## src/rtl/run_control_pkg.sv

```systemverilog
// run_control_pkg: state encodings and default constants shared by run_control and its button path
package run_control_pkg;

    typedef enum logic [1:0] {
        IDLE      = 2'd0,
        RUN       = 2'd1,
        STEP_INST = 2'd2,
        HALTED    = 2'd3
    } state_t;

    localparam logic [15:0] DEF_DEBOUNCE_CYCLES = 16'd50000;
    localparam logic [15:0] DEF_RUN_DIV         = 16'd1;
    localparam int          DEF_CNT_W           = 16;

endpackage

```

## src/rtl/run_control_if.sv

```systemverilog
// run_control_if: operator/controller signals exchanged with the run_control stage
interface run_control_if
    import run_control_pkg::*;
#(
    parameter int CNT_W = DEF_CNT_W
);

    logic             run_btn;
    logic             step_btn;
    logic             step_inst;
    logic             end_sq;
    logic             halt;
    logic             cpu_tick;
    logic             running;
    logic             halted;
    logic [CNT_W-1:0] cycle_count;

    modport master (
        output run_btn, step_btn, step_inst, end_sq, halt,
        input  cpu_tick, running, halted, cycle_count
    );

    modport slave (
        input  run_btn, step_btn, step_inst, end_sq, halt,
        output cpu_tick, running, halted, cycle_count
    );

endinterface

```

## src/rtl/run_control_btn_debounce.sv

```systemverilog
// btn_debounce: synchronises a raw button, debounces it and emits one pulse per accepted press
module btn_debounce
    import run_control_pkg::*;
#(
    parameter logic [15:0] DEBOUNCE_CYCLES = DEF_DEBOUNCE_CYCLES
) (
    input  logic clock,
    input  logic reset,
    input  logic btn,
    output logic press
);

    logic        sync_a;
    logic        sync_b;
    logic        level;
    logic        accept;
    logic [15:0] count;

    // the level flips on the DEBOUNCE_CYCLES-th consecutive sample that disagrees with it;
    // the press pulse is taken combinationally so the FSM can register its tick on that same edge
    assign accept = (sync_b != level) && (count == DEBOUNCE_CYCLES - 16'd1);
    assign press  = accept && sync_b;

    // two-flop synchroniser feeding a consecutive-sample counter
    always_ff @(posedge clock or negedge reset) begin
        if (!reset) begin
            sync_a <= 1'b0;
            sync_b <= 1'b0;
            level  <= 1'b0;
            count  <= '0;
        end else begin
            sync_a <= btn;
            sync_b <= sync_a;
            if (sync_b == level) begin
                count <= '0;
            end else if (accept) begin
                level <= sync_b;
                count <= '0;
            end else begin
                count <= count + 16'd1;
            end
        end
    end

endmodule

```

## src/rtl/run_control.sv

```systemverilog
// run_control: turns run/step buttons into single-cycle cpu_tick pulses for the CPU controller
module run_control
    import run_control_pkg::*;
#(
    parameter logic [15:0] DEBOUNCE_CYCLES = DEF_DEBOUNCE_CYCLES,
    parameter logic [15:0] RUN_DIV         = DEF_RUN_DIV,
    parameter int          CNT_W           = DEF_CNT_W
) (
    input logic          clock,
    input logic          reset,
    run_control_if.slave bus
);

    state_t           state;
    logic             run_press;
    logic             step_press;
    logic             ticking;
    logic             fire;
    logic             done;
    logic             tick_next;
    logic             stop_pending;
    logic             cpu_tick;
    logic             running;
    logic             halted;
    logic [15:0]      div;
    logic [CNT_W-1:0] cycle_count;

    btn_debounce #(.DEBOUNCE_CYCLES(DEBOUNCE_CYCLES)) u_run_db (
        .clock (clock),
        .reset (reset),
        .btn   (bus.run_btn),
        .press (run_press)
    );

    btn_debounce #(.DEBOUNCE_CYCLES(DEBOUNCE_CYCLES)) u_step_db (
        .clock (clock),
        .reset (reset),
        .btn   (bus.step_btn),
        .press (step_press)
    );

    // divided-rate tick, instruction-boundary exit and the next value of cpu_tick;
    // run wins over a simultaneous step, and halt suppresses any tick due this clock
    always_comb begin
        ticking   = (state == RUN) || (state == STEP_INST);
        fire      = ticking && (div == RUN_DIV - 16'd1);
        done      = fire && bus.end_sq && ((state == STEP_INST) || stop_pending);
        tick_next = !bus.halt && (fire || ((state == IDLE) && step_press && !run_press && !bus.step_inst));
    end

    // control FSM with registered outputs; halt overrides every state until reset
    always_ff @(posedge clock or negedge reset) begin
        if (!reset) begin
            state        <= IDLE;
            div          <= '0;
            stop_pending <= 1'b0;
            cpu_tick     <= 1'b0;
            running      <= 1'b0;
            halted       <= 1'b0;
            cycle_count  <= '0;
        end else begin
            cpu_tick     <= tick_next;
            div          <= (ticking && !fire) ? div + 16'd1 : '0;
            stop_pending <= (state == RUN) && !done && (stop_pending || run_press);
            if (tick_next) cycle_count <= cycle_count + CNT_W'(1);
            if (bus.halt) begin
                state   <= HALTED;
                running <= 1'b0;
                halted  <= 1'b1;
            end else begin
                case (state)
                    IDLE: begin
                        if (run_press) begin
                            state   <= RUN;
                            running <= 1'b1;
                        end else if (step_press && bus.step_inst) begin
                            state   <= STEP_INST;
                            running <= 1'b1;
                        end
                    end
                    RUN, STEP_INST: begin
                        if (done) begin
                            state   <= IDLE;
                            running <= 1'b0;
                        end
                    end
                    default: ;
                endcase
            end
        end
    end

    assign bus.cpu_tick    = cpu_tick;
    assign bus.running     = running;
    assign bus.halted      = halted;
    assign bus.cycle_count = cycle_count;

endmodule
```

## src/flat_wrapper.sv

```systemverilog
// flat-port wrapper written by rule: the top's interface ports become plain ports
module run_control_flat import run_control_pkg::*;
#(
    parameter logic [15:0] DEBOUNCE_CYCLES = DEF_DEBOUNCE_CYCLES,
    parameter logic [15:0] RUN_DIV         = DEF_RUN_DIV,
    parameter int          CNT_W           = DEF_CNT_W
)
  (clock, reset, bus_run_btn, bus_step_btn, bus_step_inst, bus_end_sq, bus_halt, bus_cpu_tick, bus_running, bus_halted, bus_cycle_count);
  run_control_if #(.CNT_W(CNT_W)) bus_i ();
  input logic clock;
  input logic reset;
  input wire logic [$bits(bus_i.run_btn)-1:0] bus_run_btn;
  input wire logic [$bits(bus_i.step_btn)-1:0] bus_step_btn;
  input wire logic [$bits(bus_i.step_inst)-1:0] bus_step_inst;
  input wire logic [$bits(bus_i.end_sq)-1:0] bus_end_sq;
  input wire logic [$bits(bus_i.halt)-1:0] bus_halt;
  output wire logic [$bits(bus_i.cpu_tick)-1:0] bus_cpu_tick;
  output wire logic [$bits(bus_i.running)-1:0] bus_running;
  output wire logic [$bits(bus_i.halted)-1:0] bus_halted;
  output wire logic [$bits(bus_i.cycle_count)-1:0] bus_cycle_count;
  assign bus_i.run_btn = bus_run_btn;
  assign bus_i.step_btn = bus_step_btn;
  assign bus_i.step_inst = bus_step_inst;
  assign bus_i.end_sq = bus_end_sq;
  assign bus_i.halt = bus_halt;
  assign bus_cpu_tick = bus_i.cpu_tick;
  assign bus_running = bus_i.running;
  assign bus_halted = bus_i.halted;
  assign bus_cycle_count = bus_i.cycle_count;
  run_control #(.DEBOUNCE_CYCLES(DEBOUNCE_CYCLES), .RUN_DIV(RUN_DIV), .CNT_W(CNT_W)) u_core (.clock(clock), .reset(reset), .bus(bus_i));
endmodule
```

## config.mk

```make
export PLATFORM = sky130hd
export DESIGN_NAME = run_control_flat
export DESIGN_NICKNAME = d
export VERILOG_FILES = /design/src/rtl/run_control_pkg.sv /design/src/rtl/run_control_if.sv /design/src/rtl/run_control_btn_debounce.sv /design/src/rtl/run_control.sv /design/src/flat_wrapper.sv
export SDC_FILE = /design/constraint.sdc
export NUM_CORES = 1
export LEC_CHECK = 0
export ABC_AREA = 1
export CORE_ASPECT_RATIO = 1.4
export CORE_UTILIZATION = 55
export CTS_BUF_LIST = sky130_fd_sc_hd__clkbuf_8
export CTS_CLUSTER_DIAMETER = 200
export DETAILED_ROUTE_END_ITERATION = 8
export PLACE_DENSITY = 0.73
export SYNTH_ARGS = -nofsm -noshare
export SYNTH_HDL_FRONTEND = slang
export SYNTH_HIERARCHICAL = 1
export SYNTH_SLANG_ARGS = --single-unit
```

## constraint.sdc

```tcl
create_clock -name clock -period 4.48 [get_ports clock]
set_input_delay 1.344 -clock clock [delete_from_list [all_inputs] [get_ports clock]]
set_output_delay 1.344 -clock clock [all_outputs]
set_load 0.01 [all_outputs]
```

==> Word level (Yosys, flattened, before mapping) <==
Index checks and enable logic that the tools add are counted.
W data, S select, Z words.
{ "word_totals": {"register_bits": 76, "inputBits": 7, "out_inout_bits": 19, "elab_cells": 77} }
{ "op_classes": {"add_sub_neg": 4, "eq_ne": 10, "mux": 15, "bitwise": 2, "reduce_logical": 31} }
{ "ops": {"columns": ["op", "count"], "rows": [
  ["$mux W16", 5],
  ["$add A16 B1 Y16 const B", 4],
  ["$eq A16 B16 Y1 const B", 2],
  ["$logic_not A16 Y1", 1],
  ["$logic_and A1 B1 Y1", 15],
  ["$mux W2", 4],
  ["$logic_not A1 Y1", 5],
  ["$logic_or A1 B1 Y1", 4],
  ["$mux W1", 4],
  ["$ne A4 B3 Y1 const B", 1],
  ["$pmux W2 S2", 1],
  ["$reduce_and A2 Y1", 2],
  ["$ne A3 B2 Y1 const B", 1],
  ["$reduce_and A3 Y1", 1],
  ["$reduce_bool A3 Y1", 1],
  ["$eq A1 B1 Y1", 2],
  ["$eq A2 B1 Y1 const B", 1],
  ["$eq A2 B2 Y1 const B", 1],
  ["$logic_not A2 Y1", 1],
  ["$ne A1 B1 Y1", 2],
  ["$not A1 Y1", 2],
  ["$pmux W1 S2", 1],
  ["$reduce_or A2 Y1", 1]
]} }

==> Depth between registers and ports, before layout <==
Gate-level depths: netlist (run 1).
{ "logic_depth": {"ltp_word": 8, "mapped_depth": 14, "depth_no_buf": 14} }

==> Hierarchy <==
The synthesis (run 1) kept the hierarchy.
{ "modules_own_cells": {"columns": ["mod", "instances", "cells_per_inst", "area_each_um2", "seq_area_each_um2"], "rows": [
  ["btn_debounce", 2, 138, 1053.5, 475.5],
  ["run_control", 1, 262, 2079.5, 950.9]
]} }

==> Least setup slack after synthesis (run 1) <==
No wires, ideal clock.
{ "synth_timing": {"path_type": "input -> register", "start": "in bus_step_inst", "end": "reg u_core.cycle_count[0], in the netlist u_core/bus.cycle_count[0]", "setup_time_ns": 0.127, "t_arrival_ns": 1.955, "required_ns": 4.353, "setup_slack_ns": 2.398, "path_stages": 5, "n_path_buf": 1, "path_cell_list": "nand3b_1 nand2_2 nand2_4 buf_4 xnor2_2"} }
{ "synth_between": {"elab_chain_cells": 4} }
{ "synth_lines": {"columns": ["element", "line", "rtl"], "rows": [
  ["start: declaration", "flat_wrapper.sv:14", "input wire logic [$bits(bus_i.step_inst)-1:0] bus_step_inst;"],
  ["$logic_not A1 Y1", "run_control.sv:48", "tick_next = !bus.halt && (fire || ((state == IDLE) && step_press && !run_press && !bus.step_inst));"],
  ["$logic_and A1 B1 Y1", "run_control.sv:48", null],
  ["$logic_or A1 B1 Y1", "run_control.sv:48", null],
  ["$logic_and A1 B1 Y1", "run_control.sv:48", null],
  ["end signal: assignment", "run_control.sv:65", "if (tick_next) cycle_count <= cycle_count + CNT_W'(1);"],
  ["end: declaration", "run_control.sv:26", "logic [CNT_W-1:0] cycle_count;"]
]} }
Every way passes these cells.
A chain may end at the register's enable or synchronous reset.

==> Final worst setup path (run 1) <==
{ "layout_timing": {"start": "reg u_core.cycle_count[0], in the netlist u_core/bus.cycle_count[0]", "end": "out bus_cycle_count[0]"} }
{ "layout_lines": {"columns": ["element", "line", "rtl"], "rows": [
  ["end: declaration", "flat_wrapper.sv:20", "output wire logic [$bits(bus_i.cycle_count)-1:0] bus_cycle_count;"]
]} }
No word-level cell between the ends.

==> results of run 1 <==
## power breakdown
group	leakage, nW	switching [mW]	total [mW]	internal (mW)
clock network	0.122	0.243	0.623	0.380
registers	1.03	0.0569	0.801	0.744
logic	1.03	0.218	0.388	0.170
## how the worst max path moves through the flow
stage	to	slack, ns	cells past startpoint
finish	bus_cycle_count[0]	1.74	1
global placement	u_core/bus.cycle_count[6]$_DFFE_PN0P_	1.82	8
floorplan	u_core/bus.cycle_count[0]$_DFFE_PN0P_	2.40	5
global route	bus_cycle_count[0]	1.68	1
detailed placement	u_core/bus.cycle_count[9]$_DFFE_PN0P_	1.82	8
CTS	bus_cycle_count[0]	1.72	1
## kinds of logic after synthesis
kind of cell | synth area share
simple gates | 0.365
compound gates | 0.0457
fa+ha+maj | 0.0239
flops | 0.454
buf+inv | 0.0675
xor+xnor | 0.0436
## metal layers
layer  up-vias  track usage  part of all wire
met5         -            0                 0
met4         0       0.0939             0.016
met3        15       0.0325             0.024
met2        51        0.388              0.50
met1      1626        0.296              0.46
li1       1758            -                 -
## flip-flops by register name, summed over array words and instances (netlist names), 2 cells and up
name                    count
u_core/u_step_db/count     16
u_core/u_run_db/count      16
u_core/state                2
u_core/div                 16
u_core/bus.cycle_count     16
## cell type report
type	instances	area [sq um]	share of cell area
multi-input cells	393	2000	0.421
well taps	97	121	0.0255
clock inverters	5	100	0.0210
inverters	64	245	0.0516
clock buffers	10	138	0.0289
flip-flops and latches	76	1900	0.400
repair buffers	25	248	0.0521
## metrics by stage
step,total power [mW],hold slack [ns],worst slack (ns)
after floorplan,1.06,0.331,2.40
after detailed placement,1.20,0.340,1.82
final,1.81,0.353,1.74
after global placement,1.19,0.336,1.82
after global routing,1.91,0.362,1.68
after CTS,1.83,0.349,1.72
## synthesized netlist by cell type
library cell                 n  area share
sky130_fd_sc_hd__nor3_2      2      0.0048
sky130_fd_sc_hd__nand2_2    13       0.019
sky130_fd_sc_hd__buf_4       1      0.0018
sky130_fd_sc_hd__nand2_1   134        0.12
sky130_fd_sc_hd__o21ai_1     2      0.0024
sky130_fd_sc_hd__inv_1      59       0.053
sky130_fd_sc_hd__o211a_1     1      0.0024
sky130_fd_sc_hd__buf_2       3      0.0036
sky130_fd_sc_hd__a31oi_1     3      0.0045
sky130_fd_sc_hd__nor2_1     86       0.077
sky130_fd_sc_hd__o21ai_0     9       0.011
sky130_fd_sc_hd__nand3_2     2      0.0048
sky130_fd_sc_hd__inv_6       1      0.0021
sky130_fd_sc_hd__nor3_1      8      0.0096
sky130_fd_sc_hd__or2_2       6      0.0090
sky130_fd_sc_hd__nand3b_1    3      0.0054
sky130_fd_sc_hd__nor2_4      4       0.011
sky130_fd_sc_hd__nand2_4     1      0.0027
sky130_fd_sc_hd__inv_2       4      0.0036
sky130_fd_sc_hd__a21oi_1     6      0.0072
sky130_fd_sc_hd__xor2_1     11       0.023
sky130_fd_sc_hd__o21ai_2     2      0.0042
sky130_fd_sc_hd__nor2_2     14       0.021
sky130_fd_sc_hd__o21a_1      2      0.0036
sky130_fd_sc_hd__o21bai_1    6       0.011
sky130_fd_sc_hd__nand4_1    15       0.022
sky130_fd_sc_hd__xnor2_2     1      0.0039
sky130_fd_sc_hd__nand3_1    41       0.049
sky130_fd_sc_hd__ha_1        8       0.024
sky130_fd_sc_hd__nor3b_1     5      0.0090
sky130_fd_sc_hd__buf_8       1      0.0036
sky130_fd_sc_hd__dfrtp_1    76        0.45
sky130_fd_sc_hd__xnor2_1     8       0.017
==> impl_summary.log, run 1 <==
[metrics] outcome: finished clean
[metrics] library cell contributing the largest single delay on the critical path: sky130_fd_sc_hd__clkdlybuf4s50_1
[metrics] count of buffers from port buffering: 25
[metrics] number of maximum-capacitance constraint violations: 0
[metrics] skew final: between 0.007 and 0.008 ns
[metrics] number of distinct standard cells referenced by the synthesized netlist: 33
[metrics] category of the critical setup timing path: reg -> out
[metrics] f_max: between 300 and 400 MHz
[metrics] most common library cell in the layout ignoring fill and taps: sky130_fd_sc_hd__nand2_1
[metrics] root cell of the clock tree: sky130_fd_sc_hd__clkbuf_8
[metrics] number of resized instances in the post-cts repair step: 0
[metrics] non-filler cells, final: 670
[metrics] core area: about 0.0074 sq mm
[metrics] worst-case vdd ir drop: ~0.32 mV
[metrics] setup repair bufs after CTS: 0
[metrics] Detailed Place HPWL: approximately 5800 um
[metrics] Buf/Inv on CP: 1
[metrics] Cell Count Post-Placement: about 660
[metrics] Reg2Reg Setup Slack: 2.27 ns
[metrics] number of sinks handled by clock tree synthesis: 76
[metrics] synth-to-layout area growth: 13.6%
[metrics] type of destination of the critical path: output pin
[metrics] depth of the most critical reg-to-reg path: 13
[metrics] placement row count: 37
[metrics] clock-pin transition on the worst setup and hold timing paths: approximately 0.08 ns
[metrics] endpoint of the worst hold-timing path: u_core/u_step_db/sync_b$_DFF_PN0_
[metrics] arrival time at the worst endpoint: ~1.4 ns
[metrics] Placer Congestion: between 0.8 and 0.9
[metrics] initial standard-cell utilization of the core: 0.569
[metrics] pins over their slew limit: 0
[metrics] net count reported at finish: 584
[metrics] worst-path cell chain: clkdlybuf4s50_1
[metrics] aggregate routed wire length: ~8000 um
[metrics] initial antenna violation count: 0
[metrics] kind of cell adding the most delay to the critical path: buffers and inverters
[metrics] Routed WL per cell: about 12 um
[metrics] warnings from Yosys: 6
[metrics] reg-to-reg critical path startpoint: u_core/u_run_db/sync_b$_DFF_PN0_
[metrics] first-pass detailed-route iteration total: 5
[metrics] pwr dens: 381 mW/mm^2
[metrics] depth of the worst hold-timing path: 0
[metrics] via count of the first global-routing pass: around 3400
[metrics] share of cells above drive strength 1: 0.115
[metrics] count of filler cells inserted in the layout: ~670
[metrics] # IOs: 26
[metrics] Post-CTS Hold Buffers: 0
[metrics] total gr overflow: 0
[metrics] Worst Path Max Fanout: 4
[metrics] first-pass GRT wire length: between 10000 and 15000 um
[metrics] remaining number of nets flagged by the antenna check after routing: 0
[metrics] Max stage delay on crit path: ~0.60 ns
[metrics] post-synthesis net count: about 550
[metrics] Critical path origin: u_core/bus.cycle_count[0]$_DFFE_PN0P_
[metrics] Slew @ Worst Pin: ~0.93 ns
[metrics] R2R Path End: u_core/bus.cycle_count[4]$_DFFE_PN0P_
[metrics] overall die width: 75.7 um
[metrics] number of diodes: 0
[metrics] number of buffers on the longest clock path: 2
[metrics] final design area excluding fillers: 0.00476 sq mm
[metrics] standby leakage power: between 2 and 2.5 nW
[metrics] crit path time final: 2.74 ns
[metrics] required time worst endpoint: around 3.1 ns
[metrics] hold path startpoint: u_core/u_step_db/sync_a$_DFF_PN0_
[metrics] classification of the worst-slack hold path: reg -> reg
[metrics] launching element type of the critical path: flip-flop
[metrics] instance area after placement: roughly 0.0045 sq mm
[metrics] Slew Limit Headroom: 0.382
[metrics] Chip Height: roughly 110 um
[metrics] total track usage: 0.232
[metrics] share of the clock period used by the worst path after layout: 0.611
[metrics] total negative setup slack: 0 ns
[metrics] detailed router's first-iteration violation count: ~130
[metrics] Remaining DRCs: 0
[metrics] number of storage elements in the synthesis netlist: 76
[metrics] commonest non-fill, non-tap cells in the layout: sky130_fd_sc_hd__nand2_1 (134), sky130_fd_sc_hd__nor2_1 (86), sky130_fd_sc_hd__dfrtp_1 (76)
[metrics] endpoints failing setup: 0
[metrics] H-tree levels: 3
[metrics] vias post-DR: around 3500
[metrics] proportion of synthesized chip area in sequential cells: 0.454
[metrics] maximum number of pins on one net before global-route repair: slightly below 80
[metrics] RSZ-0062 raised after global routing: no
[metrics] number of hold-slack violations in the final timing report: 0
[metrics] number of buffers created by CTS: 9
[metrics] clock tree from TritonCTS: done
[metrics] synthesized cell area: approximately 0.0042 sq mm
[metrics] count of mapped cells out of synthesis: 538
[metrics] Post-Route Utilization: 0.646
[metrics] via density per instance: approximately 5
[metrics] syn_area_per_cell: between 7 and 8 sq um
[metrics] clock latency at the later pin of the worst-skew pair: between 0.3 and 0.4 ns
[metrics] floorplan die area: approximately 0.0080 sq mm
(Power assumes the default switching activity.)
==> run 2: changes to the inputs <==
- clock period: 4.48 -> 2.6 ns (I/O delays scaled with it)
==> run 2 against run 1 <==
  * Final cell count up 0.45%
  * Via count up 0.14%
  * Clock-buffer cell count up 3
  * Core utilization down 0.20 points
  * Critical path depth unchanged
  * First-iteration DRC count up 33%
  * Flip-flop and latch count unchanged
  * Non-clock buffer count up 3
  * Cell area down 0.32%
  * Critical path type unchanged
==> impl_summary.log, run 2 (same netlist as run 1, synthesis figures left out) <==
[metrics] register cell area after layout: 0.00190 sq mm
[metrics] detailed router's first-iteration violation count: around 180
[metrics] outcome: finished clean
[metrics] Slew Limit Headroom: 0.585
[metrics] via count of the first global-routing pass: 3349
[metrics] clock tree from TritonCTS: done
[metrics] via density per instance: around 5.1
[metrics] f_max: 459 MHz
[metrics] share of cells above drive strength 1: 0.118
[metrics] launching element type of the critical path: flip-flop
[metrics] # IOs: 26
[metrics] Clock power frac: 0.294
[metrics] number of buffers on the longest clock path: 2
[metrics] maximum number of pins on one net before global-route repair: 49
[metrics] vias post-DR: around 3500
[metrics] switching power summed over all nets: slightly below 0.9 mW
[metrics] total gr overflow: 0
[metrics] register share of total power: 0.474
[metrics] type of destination of the critical path: output pin
[metrics] crit path time final: 2.18 ns
[metrics] kind of cell adding the most delay to the critical path: buffers and inverters
[metrics] pwr dens: a little over 600 mW/mm^2
[metrics] aggregate routed wire length: between 8000 and 9000 um
[metrics] Final Total Pwr: 2.91 mW
[metrics] count of filler cells inserted in the layout: 639
[metrics] standby leakage power: approximately 2.2 nW
[metrics] worst-case vdd ir drop: 0.572 mV
[metrics] commonest non-fill, non-tap cells in the layout: sky130_fd_sc_hd__nand2_1 (134), sky130_fd_sc_hd__nor2_1 (86), sky130_fd_sc_hd__dfrtp_1 (76)
[metrics] number of diodes: 0
[metrics] first-pass GRT wire length: roughly 14000 um
[metrics] net count reported at finish: 587
[metrics] number of sinks handled by clock tree synthesis: 76
[metrics] core area: 0.00736 sq mm
[metrics] Max stage delay on crit path: a little under 0.6 ns
[metrics] clock-pin transition on the worst setup and hold timing paths: 0.08 ns
[metrics] worst setup slack after placement: between 0.4 and 0.5 ns
[metrics] first-pass detailed-route iteration total: 4
[metrics] Post-CTS Hold Buffers: 0
[metrics] arrival time at the worst endpoint: 1.40 ns
[metrics] floorplan die area: about 0.0080 sq mm
[metrics] number of resized instances in the post-cts repair step: 0
[metrics] Remaining DRCs: 0
[metrics] Slew @ Worst Pin: 0.622 ns
[metrics] number of maximum-capacitance constraint violations: 0
[metrics] skew final: between 0.005 and 0.006 ns
[metrics] initial antenna violation count: 0
[metrics] Worst Path Max Fanout: 6
[metrics] part of the power in combinational logic: 0.232
[metrics] RSZ-0062 raised after global routing: no
[metrics] synth-to-layout area growth: 13.2%
[metrics] total track usage: 0.237
[metrics] total negative setup slack: 0 ns
[metrics] Chip Height: between 100 and 150 um
[metrics] most common library cell in the layout ignoring fill and taps: sky130_fd_sc_hd__nand2_1
[metrics] placement row count: 37
[metrics] count of buffers from port buffering: 25
[metrics] share of the clock period used by the worst path after layout: 0.838
[metrics] initial standard-cell utilization of the core: 0.569
[metrics] Placer Congestion: roughly 0.85
[metrics] switching share of power: 0.305
[metrics] overall die width: between 70 and 80 um
[metrics] worst-path cell chain: clkdlybuf4s50_1
[metrics] category of the critical setup timing path: reg -> out
[metrics] required time worst endpoint: roughly 1.8 ns
[metrics] non-filler cells, final: 673
[metrics] setup repair bufs after CTS: 0
[metrics] H-tree levels: 3
[metrics] pins over their slew limit: 0
[metrics] Cell Count Post-Placement: roughly 660
[metrics] number of buffers created by CTS: 9
[metrics] classification of the worst-slack hold path: reg -> reg
[metrics] endpoints failing setup: 0
[metrics] total area of multi-input combinational cells: 0.00200 sq mm
[metrics] clock latency at the later pin of the worst-skew pair: between 0.3 and 0.4 ns
[metrics] Internal Pwr Total: a little over 2 mW
[metrics] Buf/Inv on CP: 1
[metrics] worst hold slack: 0.360 ns
[metrics] library cell contributing the largest single delay on the critical path: sky130_fd_sc_hd__clkdlybuf4s50_1
[metrics] Routed WL per cell: ~12 um
[metrics] number of hold-slack violations in the final timing report: 0
[metrics] Setup WS post-layout: roughly 0.42 ns
[metrics] root cell of the clock tree: sky130_fd_sc_hd__clkbuf_8
[metrics] remaining number of nets flagged by the antenna check after routing: 0
[metrics] Detailed Place HPWL: between 5000 and 6000 um
-- run 2: stage by stage --
| step | cell area [sq um] | utilization |
|---|---|---|
| 2_1_floorplan | 4190 | - |
| 3_3_place_gp | 4550 | 0.619 |
| 3_5_place_dp | 4550 | 0.619 |
| 4_1_cts | 4740 | 0.644 |
| 5_1_grt | 4740 | 0.644 |
| 6_report | 4740 | 0.644 |
-- run 2: cell type report --
type,count,share of cell area
timing repair buffer,28,0.0596
inverter,64,0.0517
clock inverter,2,0.00185
tap,97,0.0256
multi-input combinational,393,0.422
sequential,76,0.401
clock buffer,13,0.0377
-- run 2: final timing paths --
check                      cells after the start                                   start                                     end  slack [ns]
min in group asynchronous                      1                                   reset    u_core/u_step_db/count[14]$_DFF_PN0_        0.44
min                                            0       u_core/u_step_db/sync_a$_DFF_PN0_       u_core/u_step_db/sync_b$_DFF_PN0_        0.36
max in group asynchronous                      2                                   reset           u_core/bus.cpu_tick$_DFF_PN0_        1.57
min reg2reg                                    0       u_core/u_step_db/sync_a$_DFF_PN0_       u_core/u_step_db/sync_b$_DFF_PN0_        0.36
max reg2reg                                   12      u_core/u_run_db/count[0]$_DFF_PN0_  u_core/bus.cycle_count[12]$_DFFE_PN0P_        0.50
max                                            1  u_core/bus.cycle_count[10]$_DFFE_PN0P_                     bus_cycle_count[10]        0.42
-- run 2: power groups by stage --
stage	logic (mW)	clock network [mW]	registers [mW]
after floorplan	0.408	0	1.42
after global placement	0.658	0	1.40
after CTS	0.682	0.879	1.38
after detailed placement	0.679	0	1.40
final	0.674	0.857	1.38
after global routing	0.757	0.924	1.40
-- run 2: metal layers --
metal	vias to the layer above	track usage	wire length, um
li1	1766	-	-
met1	1629	0.294	3830
met2	50	0.392	4080
met3	10	0.0535	233
met4	0	0.0939	132
met5	-	0	0
==> run 3: changes to the inputs <==
- clock period: 2.6 -> 2.15 ns (I/O delays scaled with it)
==> run 3 against run 2 <==
  * Sequential share of layout area fell by 0.59 points
  * Critical path depth did not move
  * Combinational power rose by 23%
  * Sequential power rose by 21%
  * Setup slack got worse by 0.32 ns
  * Largest cell class unchanged
  * Total power rose by 28%
  * Clock-buffer cell count fell by 3
==> impl_summary.log, run 3 (same netlist as run 1, synthesis figures left out) <==
[metrics] arrival time at the worst endpoint: ~1.4 ns
[metrics] crit path time final: approximately 2.0 ns
[metrics] register cell area after layout: 0.00190 sq mm
[metrics] total area of multi-input combinational cells: roughly 0.0020 sq mm
[metrics] Internal Pwr Total: 2.60 mW
[metrics] Slew @ Worst Pin: 0.509 ns
[metrics] initial antenna violation count: 0
[metrics] Post-CTS Hold Buffers: 0
[metrics] f_max: 489 MHz
[metrics] vias post-DR: 3526
[metrics] switching share of power: 0.301
[metrics] register share of total power: 0.448
[metrics] clock-pin transition on the worst setup and hold timing paths: ~0.080 ns
[metrics] via count of the first global-routing pass: ~3500
[metrics] classification of the worst-slack hold path: in -> async
[metrics] placement row count: 37
[metrics] Slew Limit Headroom: 0.660
[metrics] Chip Height: 105 um
[metrics] library cell contributing the largest single delay on the critical path: sky130_fd_sc_hd__clkdlybuf4s50_1
[metrics] pins over their slew limit: 0
[metrics] net count reported at finish: between 500 and 600
[metrics] clock latency at the later pin of the worst-skew pair: roughly 0.36 ns
[metrics] aggregate routed wire length: 8160 um
[metrics] core area: between 0.007 and 0.008 sq mm
[metrics] pwr dens: around 770 mW/mm^2
[metrics] Final Total Pwr: around 3.7 mW
[metrics] detailed router's first-iteration violation count: 182
[metrics] number of buffers created by CTS: 9
[metrics] number of diodes: 0
[metrics] clock tree from TritonCTS: done
[metrics] number of maximum-capacitance constraint violations: 0
[metrics] overall die width: about 76 um
[metrics] launching element type of the critical path: flip-flop
[metrics] remaining number of nets flagged by the antenna check after routing: 0
[metrics] number of buffers on the longest clock path: 2
[metrics] via density per instance: 5.21
[metrics] part of the power in combinational logic: 0.223
[metrics] outcome: finished clean
[metrics] kind of cell adding the most delay to the critical path: buffers and inverters
[metrics] H-tree levels: 3
[metrics] Routed WL per cell: about 12 um
[metrics] Buf/Inv on CP: 1
[metrics] switching power summed over all nets: 1.12 mW
[metrics] Max stage delay on crit path: ~0.58 ns
[metrics] endpoints failing setup: 0
[metrics] first-pass GRT wire length: 14600 um
[metrics] worst hold slack: 0.172 ns
[metrics] Clock power frac: 0.328
[metrics] Detailed Place HPWL: between 5000 and 6000 um
[metrics] initial standard-cell utilization of the core: 0.569
[metrics] most common library cell in the layout ignoring fill and taps: sky130_fd_sc_hd__nand2_1
[metrics] total gr overflow: 0
[metrics] RSZ-0062 raised after global routing: no
[metrics] category of the critical setup timing path: reg -> out
[metrics] standby leakage power: approximately 2.2 nW
[metrics] type of destination of the critical path: output pin
[metrics] number of hold-slack violations in the final timing report: 0
[metrics] Placer Congestion: between 0.8 and 0.9
[metrics] synth-to-layout area growth: 14.9%
[metrics] Remaining DRCs: 0
[metrics] first-pass detailed-route iteration total: 4
[metrics] share of cells above drive strength 1: 0.128
[metrics] root cell of the clock tree: sky130_fd_sc_hd__clkbuf_8
[metrics] # IOs: 26
[metrics] Worst Path Max Fanout: 6
[metrics] worst-path cell chain: clkdlybuf4s50_1
[metrics] floorplan die area: about 0.008 sq mm
[metrics] worst-case vdd ir drop: 0.610 mV
[metrics] maximum number of pins on one net before global-route repair: 36
[metrics] share of the clock period used by the worst path after layout: 0.952
[metrics] total negative setup slack: 0 ns
[metrics] skew final: 0.00969 ns
[metrics] count of filler cells inserted in the layout: approximately 640
[metrics] required time worst endpoint: 1.50 ns
[metrics] commonest non-fill, non-tap cells in the layout: sky130_fd_sc_hd__nand2_1 (134), sky130_fd_sc_hd__nor2_1 (85), sky130_fd_sc_hd__dfrtp_1 (76)
[metrics] count of buffers from port buffering: 25
[metrics] number of sinks handled by clock tree synthesis: 76
[metrics] total track usage: 0.241
-- run 3: cell types whose count changed in the layout (fill, tap and decap cells not counted), sizes merged --
cell,previous run,this run
buf,4,7
clkbuf,13,10
clkinvlp,0,3
bufinv,0,2
inv,65,64
-- run 3: final timing paths --
kind / from / endpoint / slack (ns) / depth (start not counted)
max in group asynchronous: reset / u_core/div[11]$_DFF_PN0_ / 1.42 / 2
worst max-delay path: u_core/bus.cycle_count[10]$_DFFE_PN0P_ / bus_cycle_count[10] / 0.10 / 1
worst min register to register: u_core/u_step_db/sync_a$_DFF_PN0_ / u_core/u_step_db/sync_b$_DFF_PN0_ / 0.36 / 0
worst min-delay path: reset / u_core/u_step_db/count[13]$_DFF_PN0_ / 0.17 / 1
worst max register to register: u_core/u_step_db/count[1]$_DFF_PN0_ / u_core/bus.cycle_count[9]$_DFFE_PN0P_ / 0.23 / 12
min in group clock: u_core/u_step_db/sync_a$_DFF_PN0_ / u_core/u_step_db/sync_b$_DFF_PN0_ / 0.36 / 0
-- run 3: metal layers --
| metal | part of all wire | GRT usage |
|---|---|---|
| met1 | 0.44 | 0.289 |
| met5 | 0 | 0 |
| met3 | 0.037 | 0.0554 |
| met2 | 0.50 | 0.403 |
| met4 | 0.019 | 0.104 |
-- run 3: timing repair --
item / 4_1_cts / 5_1_grt
endpoints found under the setup margin: 0 / 13
buffers inserted: 0 / 0
resized for setup: 0 / 2
-- run 3: through the flow --
step / utilization / area, sq um / setup slack [ns] / std cells
after global routing: 0.654 / 4810 / 0.00231 / 677
after floorplan: - / 4190 / 0.411 / 538
after detailed placement: 0.622 / 4580 / 0.156 / 661
after global placement: 0.622 / 4580 / 0.188 / 661
final: 0.654 / 4810 / 0.104 / 677
after CTS: 0.652 / 4800 / 0.0727 / 677
-- run 3: cell type report --
cell class | count | area share
tap | 97 | 0.0252
multi-input combinational | 393 | 0.418
timing repair buffer | 31 | 0.0634
clock inverter | 6 | 0.0182
sequential | 76 | 0.395
inverter | 64 | 0.0510
clock buffer | 10 | 0.0286
-- run 3: power by group through the flow --
stage          Combinational, mW  Clock [mW]  Sequential, mW
2_1_floorplan              0.493           0            1.72
3_3_place_gp               0.794           0            1.69
3_5_place_dp               0.816           0            1.69
4_1_cts                    0.820        1.26            1.67
5_1_grt                    0.948        1.31            1.69
6_report                   0.831        1.22            1.67
